`config.mk`:
```
export PLATFORM = sky130hd
export DESIGN_NAME = mem_stage
export DESIGN_NICKNAME = d
export VERILOG_FILES = /design/src/rtl/mem_stage_pkg.sv /design/src/rtl/mem_stage_load_fmt.sv /design/src/rtl/mem_stage.sv
export SDC_FILE = /design/constraint.sdc
export NUM_CORES = 1
export LEC_CHECK = 0
export BUFFER_PORTS_ARGS = -buffer_cell sky130_fd_sc_hd__buf_2
export CAP_MARGIN = 20
export CORE_ASPECT_RATIO = 0.9
export CORE_MARGIN = 1.5
export CORE_UTILIZATION = 46
export DETAILED_ROUTE_END_ITERATION = 8
export PLACE_DENSITY = 0.89
export RECOVER_POWER = 25
export SKIP_CTS_REPAIR_TIMING = 1
export SYNTH_ARGS = -nofsm -noshare
export SYNTH_HDL_FRONTEND = slang
export SYNTH_SLANG_ARGS = --single-unit
```
`constraint.sdc`:
```
create_clock -name clk -period 1.69 [get_ports clk]
set_clock_uncertainty 0.15 [all_clocks]
set_input_delay 0 -clock clk [delete_from_list [all_inputs] [get_ports clk]]
set_output_delay 0 -clock clk [all_outputs]
set_load 0.005 [all_outputs]
```
`src/rtl/mem_stage_pkg.sv`:
```
// Shared widths, load-op encodings and bus bit offsets for the MEM stage.
package mem_stage_pkg;

  localparam int unsigned EX2MEM_W = 173;
  localparam int unsigned MEM2WB_W = 167;
  localparam int unsigned MEM2ID_W = 39;

  typedef enum logic [2:0] {
    LD_NONE = 3'd0,
    LD_B    = 3'd1,
    LD_H    = 3'd2,
    LD_W    = 3'd3,
    LD_BU   = 3'd4,
    LD_HU   = 3'd5
  } ld_op_e;

  // WB bus: {rf_we, rf_waddr, rf_wdata, pc, csr_re, csr_we, csr_num,
  //          csr_wmask, csr_wvalue, ertn, ex_en, ecode, esubcode}
  localparam int unsigned WB_EX_EN       = 15;
  localparam int unsigned WB_ERTN        = 16;
  localparam int unsigned WB_CSR_RE      = 96;
  localparam int unsigned WB_RF_WDATA_LO = 129;
  localparam int unsigned WB_RF_WADDR_LO = 161;
  localparam int unsigned WB_RF_WE       = 166;

endpackage

```
`src/rtl/mem_stage_load_fmt.sv`:
```
// Combinational load-data lane select and sign/zero extension.
module mem_load_fmt
  import mem_stage_pkg::*;
(
  input  logic [2:0]  ld_op,
  input  logic [1:0]  addr_lo,
  input  logic [31:0] rdata,
  output logic [31:0] wdata
);

  logic [7:0]  byte_sel;
  logic [15:0] half_sel;

  always_comb begin
    byte_sel = rdata[{addr_lo, 3'b000} +: 8];
    half_sel = addr_lo[1] ? rdata[31:16] : rdata[15:0];
    case (ld_op)
      LD_B:    wdata = {{24{byte_sel[7]}}, byte_sel};
      LD_H:    wdata = {{16{half_sel[15]}}, half_sel};
      LD_BU:   wdata = {24'b0, byte_sel};
      LD_HU:   wdata = {16'b0, half_sel};
      default: wdata = rdata;
    endcase
  end

endmodule

```
`src/rtl/mem_stage.sv`:
```
// MEM pipeline stage: waits for data-SRAM response, formats load data, forwards to ID.
// Optional MEM_LOAD_FWD_EN lets a load forward its data in the cycle its response is available.
module mem_stage
  import mem_stage_pkg::*;
(
  input  logic                clk,
  input  logic                resetn,
  input  logic                ex_to_mem_valid,
  input  logic [EX2MEM_W-1:0] ex_to_mem_bus,
  output logic                mem_allowin,
  input  logic                data_sram_data_ok,
  input  logic [31:0]         data_sram_rdata,
  output logic                mem_to_wb_valid,
  output logic [MEM2WB_W-1:0] mem_to_wb_bus,
  input  logic                wb_allowin,
  input  logic                wb_ex,
  input  logic                ertn_flush,
  output logic [MEM2ID_W-1:0] mem_to_id_bus,
  output logic                mem_to_ex_bus,
  output logic                mem_wait_resp
);

  logic                flush;
  logic                mem_valid;
  logic                mem_ready_go;
  logic                data_ok_seen;
  logic                discard;
  logic                resp_avail;
  logic                fwd_block;
  logic [2:0]          ld_op;
  logic                mem_req;
  logic [1:0]          addr_lo;
  logic [MEM2WB_W-1:0] wb_fields;
  logic [31:0]         rdata_buf;
  logic [31:0]         resp_data;
  logic [31:0]         load_wdata;

  assign flush           = wb_ex | ertn_flush;
  assign resp_avail      = ~discard & (data_ok_seen | data_sram_data_ok);
  assign mem_ready_go    = ~mem_req | resp_avail;
  assign mem_allowin     = ~mem_valid | (mem_ready_go & wb_allowin);
  assign mem_to_wb_valid = mem_valid & mem_ready_go;
  assign resp_data       = data_ok_seen ? rdata_buf : data_sram_rdata;

  mem_load_fmt u_load_fmt (
    .ld_op   (ld_op),
    .addr_lo (addr_lo),
    .rdata   (resp_data),
    .wdata   (load_wdata)
  );

  always_comb begin
    mem_to_wb_bus = wb_fields;
    if (ld_op != LD_NONE) mem_to_wb_bus[WB_RF_WDATA_LO +: 32] = load_wdata;
    if (wb_fields[WB_EX_EN]) mem_to_wb_bus[WB_RF_WE] = 1'b0;
  end

`ifdef MEM_LOAD_FWD_EN
  assign fwd_block = mem_valid & (((ld_op != LD_NONE) & ~resp_avail) | wb_fields[WB_CSR_RE]);
`else
  assign fwd_block = mem_valid & ((ld_op != LD_NONE) | wb_fields[WB_CSR_RE]);
`endif

  assign mem_to_id_bus = {mem_valid & wb_fields[WB_RF_WE] & ~wb_fields[WB_EX_EN],
                          wb_fields[WB_RF_WADDR_LO +: 5],
                          mem_to_wb_bus[WB_RF_WDATA_LO +: 32],
                          fwd_block};
  assign mem_to_ex_bus = mem_valid & (wb_fields[WB_EX_EN] | wb_fields[WB_ERTN]);
  assign mem_wait_resp = discard | (mem_valid & mem_req & ~data_ok_seen);

  always_ff @(posedge clk) begin
    if (!resetn) begin
      mem_valid    <= 1'b0;
      ld_op        <= '0;
      mem_req      <= 1'b0;
      addr_lo      <= '0;
      wb_fields    <= '0;
      data_ok_seen <= 1'b0;
      rdata_buf    <= '0;
      discard      <= 1'b0;
    end else begin
      if (flush)            mem_valid <= 1'b0;
      else if (mem_allowin) mem_valid <= ex_to_mem_valid;

      if (ex_to_mem_valid & mem_allowin)
        {ld_op, mem_req, addr_lo, wb_fields} <= ex_to_mem_bus;

      // Hold a response that arrived while WB stalled until the instruction leaves.
      if (flush | (mem_to_wb_valid & wb_allowin)) begin
        data_ok_seen <= 1'b0;
      end else if (mem_valid & mem_req & ~discard & data_sram_data_ok & ~data_ok_seen) begin
        data_ok_seen <= 1'b1;
        rdata_buf    <= data_sram_rdata;
      end

      // A flushed request still owes one response; swallow it so no later load sees it.
      if (discard & data_sram_data_ok)
        discard <= 1'b0;
      else if (flush & mem_valid & mem_req & ~data_ok_seen & ~data_sram_data_ok)
        discard <= 1'b1;
    end
  end

endmodule

```
==> impl_metrics.toml <==
[sta]
slew_viol_final = 0
fmax_mhz = 377
max_slew.worst_pin.slew_ns = 0.502
timing.hold.ws_ns = 0.0239
setup_violators_final = 273
setup_slack_ns = -0.960
final_hold_viol_count = 0
fin_crit_ns = 2.65
slew_headroom_pct = 66.6
setup_repair_after_global_routing_missed_its_margin = "yes"
layout_worst_path_cycle_share_pct = 157

[logic_synthesis]
ys_ff_latch = 208
postSynthCellCount = 1352
yosys_warnings = 0
synth-async-reset-ratio_pct = 0
syn-num-nets = 1564
yosys.area.top_type_share_pct = 35.5
ys_top_cells_by_area = "sky130_fd_sc_hd__dfxtp_1, sky130_fd_sc_hd__mux2i_1, sky130_fd_sc_hd__nand2_1"
synth_edf_count = 0
synth_cell_type_count = 64
syn-cell-area_um2 = 11700
synth_area_leader_cell = "sky130_fd_sc_hd__dfxtp_1"
synth_ff_type = "sky130_fd_sc_hd__dfxtp_1"
synth.avg_cell_area_um2 = 8.68
ys_seq_area_share_pct = 35.5

[critical_path]
criticalPathCategory = "flop to output pin"
endpoint_kind = "output pin"
path_max_fanout = 12
start_kind = "flop"
cp.required_ns = 1.54
cp.arrival_ns = 2.50
rrSetupSlack_ns = -0.54

[finish]
areaGrowthSynthToFinish_pct = 56.7
mostFrequentLayoutCell = "sky130_fd_sc_hd__nand2_1"
finalNonFillerCells = 2333
postLayoutCellArea_um2 = 18400
final_net_count = 2182
most-common-layout-cells = "sky130_fd_sc_hd__nand2_1, sky130_fd_sc_hd__buf_2, sky130_fd_sc_hd__dlygate4sd3_1"
layout_cell_share_with_drive_strength_beyond_1_pct = 36.0

[clock_tree]
numCtsBuffers = 23
clkSinkCount = 208
htree_levels = 1
maximum_buffer_depth_of_the_clock_tree = 3
root_buffer = "sky130_fd_sc_hd__clkbuf_16"
tritoncts = "done"
clk-insertion-delay-late_ns = 0.51
clk_pin_slew_worst_paths_ns = 0.06

[routing]
dr.pass1.iters = 6
vias = 12760
routed_wire_length_um = 48900
route.detailed.wl_per_inst_um = 21.0
dr.first_iter.drc_count = 1233
detail_route.vias_per_cell = 5.47
number_of_remaining_drc_errors = 0
number_of_nets_with_antenna_violations_after_detailed_routing = 0

[die]
ioPinCount = 422
die_y_um = 154
coreArea_um2 = 25100
horizontal_die_dimension_um = 171
die_area_um2 = 26500
fp_rows = 55
floorplan.initialDensity_pct = 46.7

[power]
p_per_area_nw_per_um2 = 755
leakage_uw = 0.00853
power.ir.vdd_worst_v = 0.000510

[placed_design]
placed_cells = 1970
pre_cts_ws_ns = -0.365
numPortBuffers = 421
postPlaceCellArea_um2 = 13800
place.gp.congestion = 0.954
detailedPlacementHpwl_um = 26600

[worst_hold_path]
timing.hold.worst.class = "primary input to flop"

[grt]
grt_pass1_vias = 10022
grt_start_max_net_pins = 45
grt_first_pass_wirelength_um = 51500
overflow = 0
antenna_found_initial = 5
global_route.usage.total_pct = 24.7

[run_status]
outcome = "complete, but fails checks"
violated_checks = "setup timing"

[run]
drv.max_cap_violation_count = 0
## per-layer routing
metal | global-route usage [%] | up-vias | part of all wire, %
met5 | 0 | - | 0
met4 | 9.90 | 0 | 7.1
met3 | 4.96 | 281 | 9.2
met2 | 44.8 | 948 | 48
met1 | 28.1 | 5954 | 35
li1 | - | 5577 | -
## cells in the mapped netlist (all sizes together) (6+ instances only)
| library cell | n |
|---|---|
| nand2 | 437 |
| mux2i | 235 |
| buf | 218 |
| dfxtp | 208 |
| clkbuf | 53 |
| nor2 | 28 |
| a311oi | 16 |
| mux2 | 16 |
| a211oi | 12 |
| a21o | 10 |
| nand2b | 10 |
| a22oi | 9 |
| nor3b | 8 |
| o211ai | 8 |
| nor3 | 7 |
| o22ai | 7 |
| inv | 6 |
| mux4 | 6 |
| nor2b | 6 |
| o21ai | 6 |
| o221ai | 6 |
## sequential cells by signal, summed over array words and instances (netlist names)
signal	count
wb_fields	167
rdata_buf	32
ld_op	3
addr_lo	2
data_ok_seen	1
discard	1
mem_req	1
mem_valid	1
## cell families after synthesis
group                  count (synthesis)  share of synthesized area, %
multiplexers                         257                          23.0
AO/OA/AOI/OAI                         98                          7.19
flip-flops                           208                          35.5
AND/OR/NAND/NOR                      512                          17.7
buffers and inverters                277                          16.6
## final timing paths
kind | start | to | cells past startpoint
min | ertn_flush | rdata_buf[24] | 5
max reg2reg | data_ok_seen | wb_fields[120] | 9
max | ld_op[1] | mem_to_wb_bus[150] | 6
min reg2reg | wb_fields[55] | wb_fields[55] | 2
## where the power goes
group	switching (uW)	internal, uW	leakage, uW	total, uW
Clock	2150	2580	0.000325	4720
Combinational	1780	1990	0.00649	3770
Sequential	202	5170	0.00171	5370
## stage by stage
step           utilization (%)  TNS, ns  total power [uW]
6_report                  73.2  -122.89             13900
5_1_grt                   73.2  -140.23             14300
4_1_cts                   57.5  -100.54             12700
3_5_place_dp              54.8   -57.54              8080
3_3_place_gp              54.8   -45.10              8010
2_1_floorplan                -    -1.37              7160
## layout make-up
class / instances / area [um^2]
Timing Repair Buffer: 864 / 6910
Fill cell: 1497 / 6740
Multi-Input combinational cell: 867 / 6140
Sequential cell: 208 / 4180
Clock buffer: 32 / 619
Tap cell: 342 / 428
Clock inverter: 9 / 60.1
Inverter: 6 / 25.0
Antenna cell: 5 / 12.5
## critical path, cell delays in order, from the launching register on
cell and delay (ns):
sky130_fd_sc_hd__dfxtp_4 0.37, sky130_fd_sc_hd__buf_4 0.16, sky130_fd_sc_hd__or2_2 0.32, sky130_fd_sc_hd__a21o_2 0.29, sky130_fd_sc_hd__buf_12 0.18, sky130_fd_sc_hd__a311oi_2 0.44
sky130_fd_sc_hd__buf_2 0.21
Power figures use the tool's default switching activity.
